### src/rtl/pmm_feeder.sv
// Host-side word FIFO and valid/ready transmitter for one PMM lane, capturing the per-sequence accept result.
// Optional watchdog abort is built when PMM_FEEDER_TIMEOUT_EN is defined.
module pmm_feeder #(
  parameter int FIFO_DEPTH     = 4,
  parameter int CNT_W          = 16,
  parameter int TIMEOUT_CYCLES = 1024
) (
  input  logic                          clk,
  input  logic                          reset,
  input  logic                          in_valid,
  output logic                          in_ready,
  input  logic [63:0]                   in_data,
  input  logic [15:0]                   in_control,
  input  logic                          in_last,
  output logic [63:0]                   pmm_data,
  output logic [15:0]                   pmm_control,
  output logic                          pmm_data_valid,
  input  logic                          pmm_ready_status,
  input  logic                          pmm_accepted_status,
  output logic                          res_valid,
  output logic                          res_accepted,
  output logic                          res_timeout,
  output logic [CNT_W-1:0]              match_count,
  output logic                          busy,
  output logic [$clog2(FIFO_DEPTH):0]   fifo_level
);
  localparam int PW = $clog2(FIFO_DEPTH);
  localparam int LW = PW + 1;

  typedef struct packed {
    logic [63:0] data;
    logic [15:0] ctrl;
    logic        last;
  } word_t;

  typedef enum logic [1:0] {IDLE, SEND, WAIT_RES} state_t;

  word_t           mem_q [FIFO_DEPTH];
  word_t           hold_q, head;
  logic [PW-1:0]   wr_ptr_q, rd_ptr_q;
  logic [LW-1:0]   count_q;
  state_t          state_q, state_d;
  logic            empty, full, push, pop, capture, abort;
  logic            res_valid_q, res_acc_q, res_to_q;
  logic [CNT_W-1:0] match_q;

  assign empty = (count_q == '0);
  assign full  = (count_q == LW'(FIFO_DEPTH));
  // When empty the outputs keep showing the last word that left the FIFO.
  assign head  = empty ? hold_q : mem_q[rd_ptr_q];
  assign push  = in_valid && !full;
  assign pop   = pmm_data_valid && pmm_ready_status;

  assign in_ready       = !full;
  assign pmm_data       = head.data;
  assign pmm_control    = head.ctrl;
  assign pmm_data_valid = (state_q == SEND) && !empty;
  assign busy           = (state_q != IDLE) || !empty;
  assign fifo_level     = count_q;
  assign res_valid      = res_valid_q;
  assign res_accepted   = res_acc_q;
  assign res_timeout    = res_to_q;
  assign match_count    = match_q;

`ifdef PMM_FEEDER_TIMEOUT_EN
  localparam int WDW = $clog2(TIMEOUT_CYCLES + 1);
  logic [WDW-1:0] wd_q;
  logic           wd_run;

  // A ready in WAIT_RES ends the sequence normally, so it never counts toward the abort.
  assign wd_run = (pmm_data_valid && !pmm_ready_status) ||
                  (state_q == WAIT_RES && !pmm_ready_status);
  assign abort  = wd_run && (wd_q == WDW'(TIMEOUT_CYCLES - 1));

  always_ff @(posedge clk) begin
    if (reset || pop || (state_d != state_q)) wd_q <= '0;
    else if (wd_run)                          wd_q <= wd_q + 1'b1;
  end
`else
  assign abort = 1'b0;
`endif

  always_comb begin
    state_d = state_q;
    capture = 1'b0;
    case (state_q)
      IDLE:     if (!empty) state_d = SEND;
      SEND:     if (pop && head.last) state_d = WAIT_RES;
      WAIT_RES: if (pmm_ready_status) begin
        capture = 1'b1;
        state_d = IDLE;
      end
      default:  state_d = IDLE;
    endcase
    if (abort) state_d = IDLE;
  end

  always_ff @(posedge clk) begin
    if (push) mem_q[wr_ptr_q] <= '{data: in_data, ctrl: in_control, last: in_last};
  end

  always_ff @(posedge clk) begin
    if (reset) begin
      state_q  <= IDLE;
      wr_ptr_q <= '0;
      rd_ptr_q <= '0;
      count_q  <= '0;
      hold_q   <= '0;
    end else begin
      state_q <= state_d;
      if (push) wr_ptr_q <= wr_ptr_q + 1'b1;
      if (abort) begin
        // Drop everything queued, but keep a word the host is writing this same edge.
        rd_ptr_q <= wr_ptr_q;
        count_q  <= LW'(push);
      end else begin
        if (pop) begin
          rd_ptr_q <= rd_ptr_q + 1'b1;
          hold_q   <= head;
        end
        count_q <= count_q + LW'(push) - LW'(pop);
      end
    end
  end

  always_ff @(posedge clk) begin
    if (reset) begin
      res_valid_q <= 1'b0;
      res_acc_q   <= 1'b0;
      res_to_q    <= 1'b0;
      match_q     <= '0;
    end else begin
      res_valid_q <= capture || abort;
      if (capture) begin
        res_acc_q <= pmm_accepted_status;
        res_to_q  <= 1'b0;
        if (pmm_accepted_status && (match_q != '1)) match_q <= match_q + 1'b1;
      end else if (abort) begin
        res_acc_q <= 1'b0;
        res_to_q  <= 1'b1;
      end
    end
  end
endmodule

### config.mk
export PLATFORM = sky130hd
export DESIGN_NAME = pmm_feeder
export DESIGN_NICKNAME = d
export VERILOG_FILES = /design/src/rtl/pmm_feeder.sv
export SDC_FILE = /design/constraint.sdc
export NUM_CORES = 1
export LEC_CHECK = 0
export BUFFER_PORTS_ARGS = -buffer_cell sky130_fd_sc_hd__buf_2
export CORE_ASPECT_RATIO = 0.5
export CORE_UTILIZATION = 49
export CTS_CLUSTER_DIAMETER = 40
export CTS_CLUSTER_SIZE = 8
export DETAILED_ROUTE_END_ITERATION = 10
export PLACE_DENSITY_LB_ADDON = 0.15
export SETUP_SLACK_MARGIN = 0.3
export SYNTH_ARGS = -nofsm -noshare
export SYNTH_HDL_FRONTEND = slang
export SYNTH_SLANG_ARGS = --single-unit
### constraint.sdc
create_clock -name clk -period 7.7 [get_ports clk]
set_input_delay 1.54 -clock clk [delete_from_list [all_inputs] [get_ports clk]]
set_output_delay 1.54 -clock clk [all_outputs]
set_load 0.005 [all_outputs]
Word level (Yosys, flattened, before mapping)

Memories as Yosys holds them, arrays and structs flattened. A register that Yosys moved wholly into a read port is not among the register bits.
Cells that the tools add are included.

Input port bits: 86
RAM bits: 324
Memories kept: 1
Bits in registers: 108
Output and inout port bits: 105

Add/subtract/negate cells: 5
Eq/ne operators: 7
Multiplexer cells: 11
Reductions and logical operators: 13

Memories:

| name  | depth | bits a word | rd ports | clocked after memory_dff | write ports | RTL line | source |
|---|---|---|---|---|---|---|---|
| mem_q | 4     | 81          | 1        | 1                        | 1           | 38       | `word_t mem_q [FIFO_DEPTH];` |

Operator list:

| operator                                                                | number |
|---|---|
| 81-bit 2-to-1 mux                                                       | 1 |
| 16-bit by 1-bit adder with 16-bit output, second input constant         | 1 |
| 16-bit inequality test, second input constant                           | 1 |
| 2-bit 2-to-1 mux                                                        | 5 |
| 2-bit one-hot mux with 3 select lines                                   | 1 |
| 1-bit logical AND                                                       | 5 |
| 2-bit by 1-bit adder with 2-bit output, second input constant           | 2 |
| 1-bit 2-to-1 mux                                                        | 4 |
| 2-bit inequality test, second input constant                            | 2 |
| 3-bit by 1-bit adder with 3-bit output                                  | 1 |
| 3-bit == test, second input constant                                    | 1 |
| 3-bit zero test                                                         | 1 |
| 3-bit AND reduction                                                     | 1 |
| 3-bit by 1-bit subtractor with 3-bit output                             | 1 |
| 2-bit by 1-bit == test with 1-bit output, second input constant         | 1 |
| 2-bit == test, second input constant                                    | 1 |
| 1-bit zero test                                                         | 2 |
| 2-bit zero test                                                         | 1 |
| 2-bit by 1-bit inequality test with 1-bit output, second input constant | 1 |
| 2-bit AND reduction                                                     | 1 |
| 2-bit nonzero test                                                      | 1 |
| 1-bit logical OR                                                        | 1 |

Depth between registers and ports, before layout

Word-level depth: 7
Mapped depth: 14
Depth with buffers taken out: 11

Least setup slack after synthesis

Ideal clock, no wire load.

Path kind: input -> register
Start: in in_valid
End: mem mem_q[0][0] in the netlist's numbering, enable pin
Stages: 1
Data arrival time: 3.466 ns
Path slack: 3.785 ns
Buffers on the path: 0
Cells stage by stage: and3_1

Longest elaborated chain between the ends: 3

Ends and longest elaborated chain:

| what                                   | RTL line | source |
|---|---|---|
| start: declaration                     | 10       | `input logic in_valid,` |
| 1-bit logical AND                      | 51       | `assign push = in_valid && !full;` |
| 1-bit 2-to-1 mux                       | 99       | `if (push) mem_q[wr_ptr_q] <= '{data: in_data, ctrl: in_control, last: in_last};` |
| 1-bit 2-to-1 mux (not written as such) | 99       |  |
| end: declaration                       | 38       |  |

Every way passes these cells.

==> flow_summary.toml <==
[critical_path]
cp_max_fo = 50
worst_r2r_startpoint = "fifo_level[1]"
ff2ff_path_depth = 11
reg2reg_slack_ns = 4.39
crit_path_end_kind = "primary output"
required_ns = 6.16
critPathCapture = "pmm_data[12]"
worstSetupStartpointType = "register"
worst-setup-path-type = "reg2out"
regToRegEndpoint = "fifo_level[2]"
arrival_ns = 3.47

[place]
dp_cells = 1641
port_buffers = 189
gp_congestion = 0.761
dp_slack_ns = 3.18
hpwl_mm = 19.6

[layout]
drive_gt1_share_pct = 34.9
nFillCells = 2705
final_cells = 1754
fin_nets = 1322
areaGrowthSynthToFinish_pct = 14.7

[min_path]
worstHoldStart = "rd_ptr_q[1]"
min_path_type = "reg2reg"

[synthesis]
yosysSeqAreaShare_pct = 68.6
syn_inst = 1106
synth.avg_cell_area_um2 = 15.7
synth.distinct_cells = 42
synth_edf_count = 324
synthFlopType = "edfxtp_1"
synth_area_um2 = 17400
synth_warnings = 0
syn_nets = 1200
ys_ff_latch = 433
async_flop_share_pct = 0

[floorplanning]
die_w_um = 268
die-area_um2 = 36200
start_util_pct = 50.1
die_h_um = 135
placementRows = 48
core_area_um2 = 34700
num_io_pins = 191

[clock_tree]
cts_tree = "done"
postCtsSetupRepairBufs = 0
holdBufCountCts = 0
post_cts_resized = 0
path_clk_slew_ns = 0.05
clk_root_buffer_cell = "clkbuf_16"
cts_sinks = 433
h-tree-depth = 2
cts_made_buffers = 60
clock_latency_ns = 0.59
cts.path.max_buffers = 3

[global_routing]
grtUsageTotal_pct = 20.2
grt_pass1_vias = 9774
grt_max_degree = 81
grt_overflow_total = 0
antenna_found_initial = 3
grt_pass1_wl_mm = 55.2

[routing]
drt_iter0_drc = 529
post-route-drc-count = 0
wl_per_cell_um = 20.6
drtPass1Iterations = 5
vias = 9419
antenna_left = 0
viasPerCell = 5.37
drt-total-wl_mm = 36.1

[sta]
final_max_slew_viol_count = 0
fin_crit_sh_pct = 65.0
fmax_mhz = 200
hold_viol_final = 0
fin_skew_ns = 0.0161
post-route-worst-setup-slack_ns = 2.69
rsz0062_at_grt = "false"
worstMarginPinSlew_ns = 1.11
fin_setup_tns_ns = 0
fin_crit_ns = 5.01
max_slew_margin_pct = 26.0
setup-violations-final = 0

[power_and_ir_drop]
ir_drop_mv = 0.173
finalPower_w = 0.00705
p_per_area_nw_per_um2 = 354
p_leak_nw = 7.03

[run_status]
outcome = "finished, final reports clean"

[job]
drv_cap = 0
-- synthesized netlist by cell type (8+ instances only) --
master / n / area [µm²]
a21oi_1: 17 / 85.1
edfxtp_1: 324 / 9730
o21ai_0: 8 / 40.0
buf_2: 22 / 110
inv_1: 8 / 30.0
nor2_1: 172 / 646
buf_4: 82 / 616
mux2_2: 82 / 923
mux4_2: 81 / 1820
dfxtp_1: 109 / 2180
clkbuf_1: 32 / 120
nor3_1: 81 / 405
-- power breakdown --
part           internal (W)  total, W  leakage (nW)  switching [W]
sequential          0.00281   0.00294          3.86       0.000131
clock               0.00146   0.00240         0.821       0.000938
combinational      0.000818   0.00172          2.35       0.000898
-- metal layers --
metal  track usage (%)  vias up  share of wire (%)
li1                  -     4347                  -
met1              25.7     4860                 43
met2              35.7      167                 52
met5                 0        -              0.030
met4              4.51        2                1.1
met3              4.23       43                4.4
-- logic make-up (layout without fill, tap and decap cells) --
logic type      after synthesis  in the layout  share of synthesized area, %
mux                         163            163                          15.8
xor+xnor                      5              5                         0.252
flops                       433            433                          68.6
simple gates                315            315                          8.45
buf+inv                     149            320                          5.16
other cells                   1              3                        0.0216
fa+ha+maj                     8              8                         0.620
compound gates               32             32                          1.03
-- area by class of cell --
cell class	count	area (µm²)	share of cell area, %
Multi-Input combinational cell	524	4590	23.0
Tap cell	475	594	2.98
Clock buffer	108	1680	8.45
Timing Repair Buffer	200	1030	5.18
Clock inverter	3	58.8	0.295
Antenna cell	2	5.00	0.0251
Inverter	9	35.0	0.176
Sequential cell	433	11900	59.9
-- flip-flops by register name (all words and copies together), names as in the netlist, named ones only --
signal        flops
mem_q           324
wr_ptr_q          2
rd_ptr_q          2
fifo_level        3
state_q           2
match_count      16
res_accepted      1
res_valid         1
hold_q           80
-- worst max-delay path: stages (launching register included) --
cell and delay [ns]:
dfxtp_4 1.07, buf_4 0.74, mux4_2 0.61, mux2_2 0.29, buf_2 0.13
-- placed cells by master, fill, tap and decap left out, drive strengths merged, types with 9 or more instances in the layout --
cell type  count
a21oi         17
buf          200
clkbuf       108
dfxtp        109
edfxtp       324
inv            9
mux2          82
mux4          81
nor2         172
nor3          81
or3            9
-- worst min-delay path by stage --
stage | endpoint | slack, ns | cells after the start
2_1_floorplan | register | 0.46 | 2
3_3_place_gp | register | 0.47 | 2
3_5_place_dp | register | 0.47 | 2
4_1_cts | register | 0.48 | 2
5_1_grt | hold_q[6] | 0.51 | 2
6_report | register | 0.48 | 2
-- stage by stage --
stage / hold slack, ns / instance area [µm²] / utilization, %
floorplan: 0.459 / 17400 / -
global placement: 0.474 / 18200 / 52.4
detailed placement: 0.467 / 18200 / 52.4
CTS: 0.481 / 19900 / 57.4
global route: 0.507 / 19900 / 57.4
finish: 0.483 / 19900 / 57.5
No activity file was read; power rests on OpenSTA's default activity.
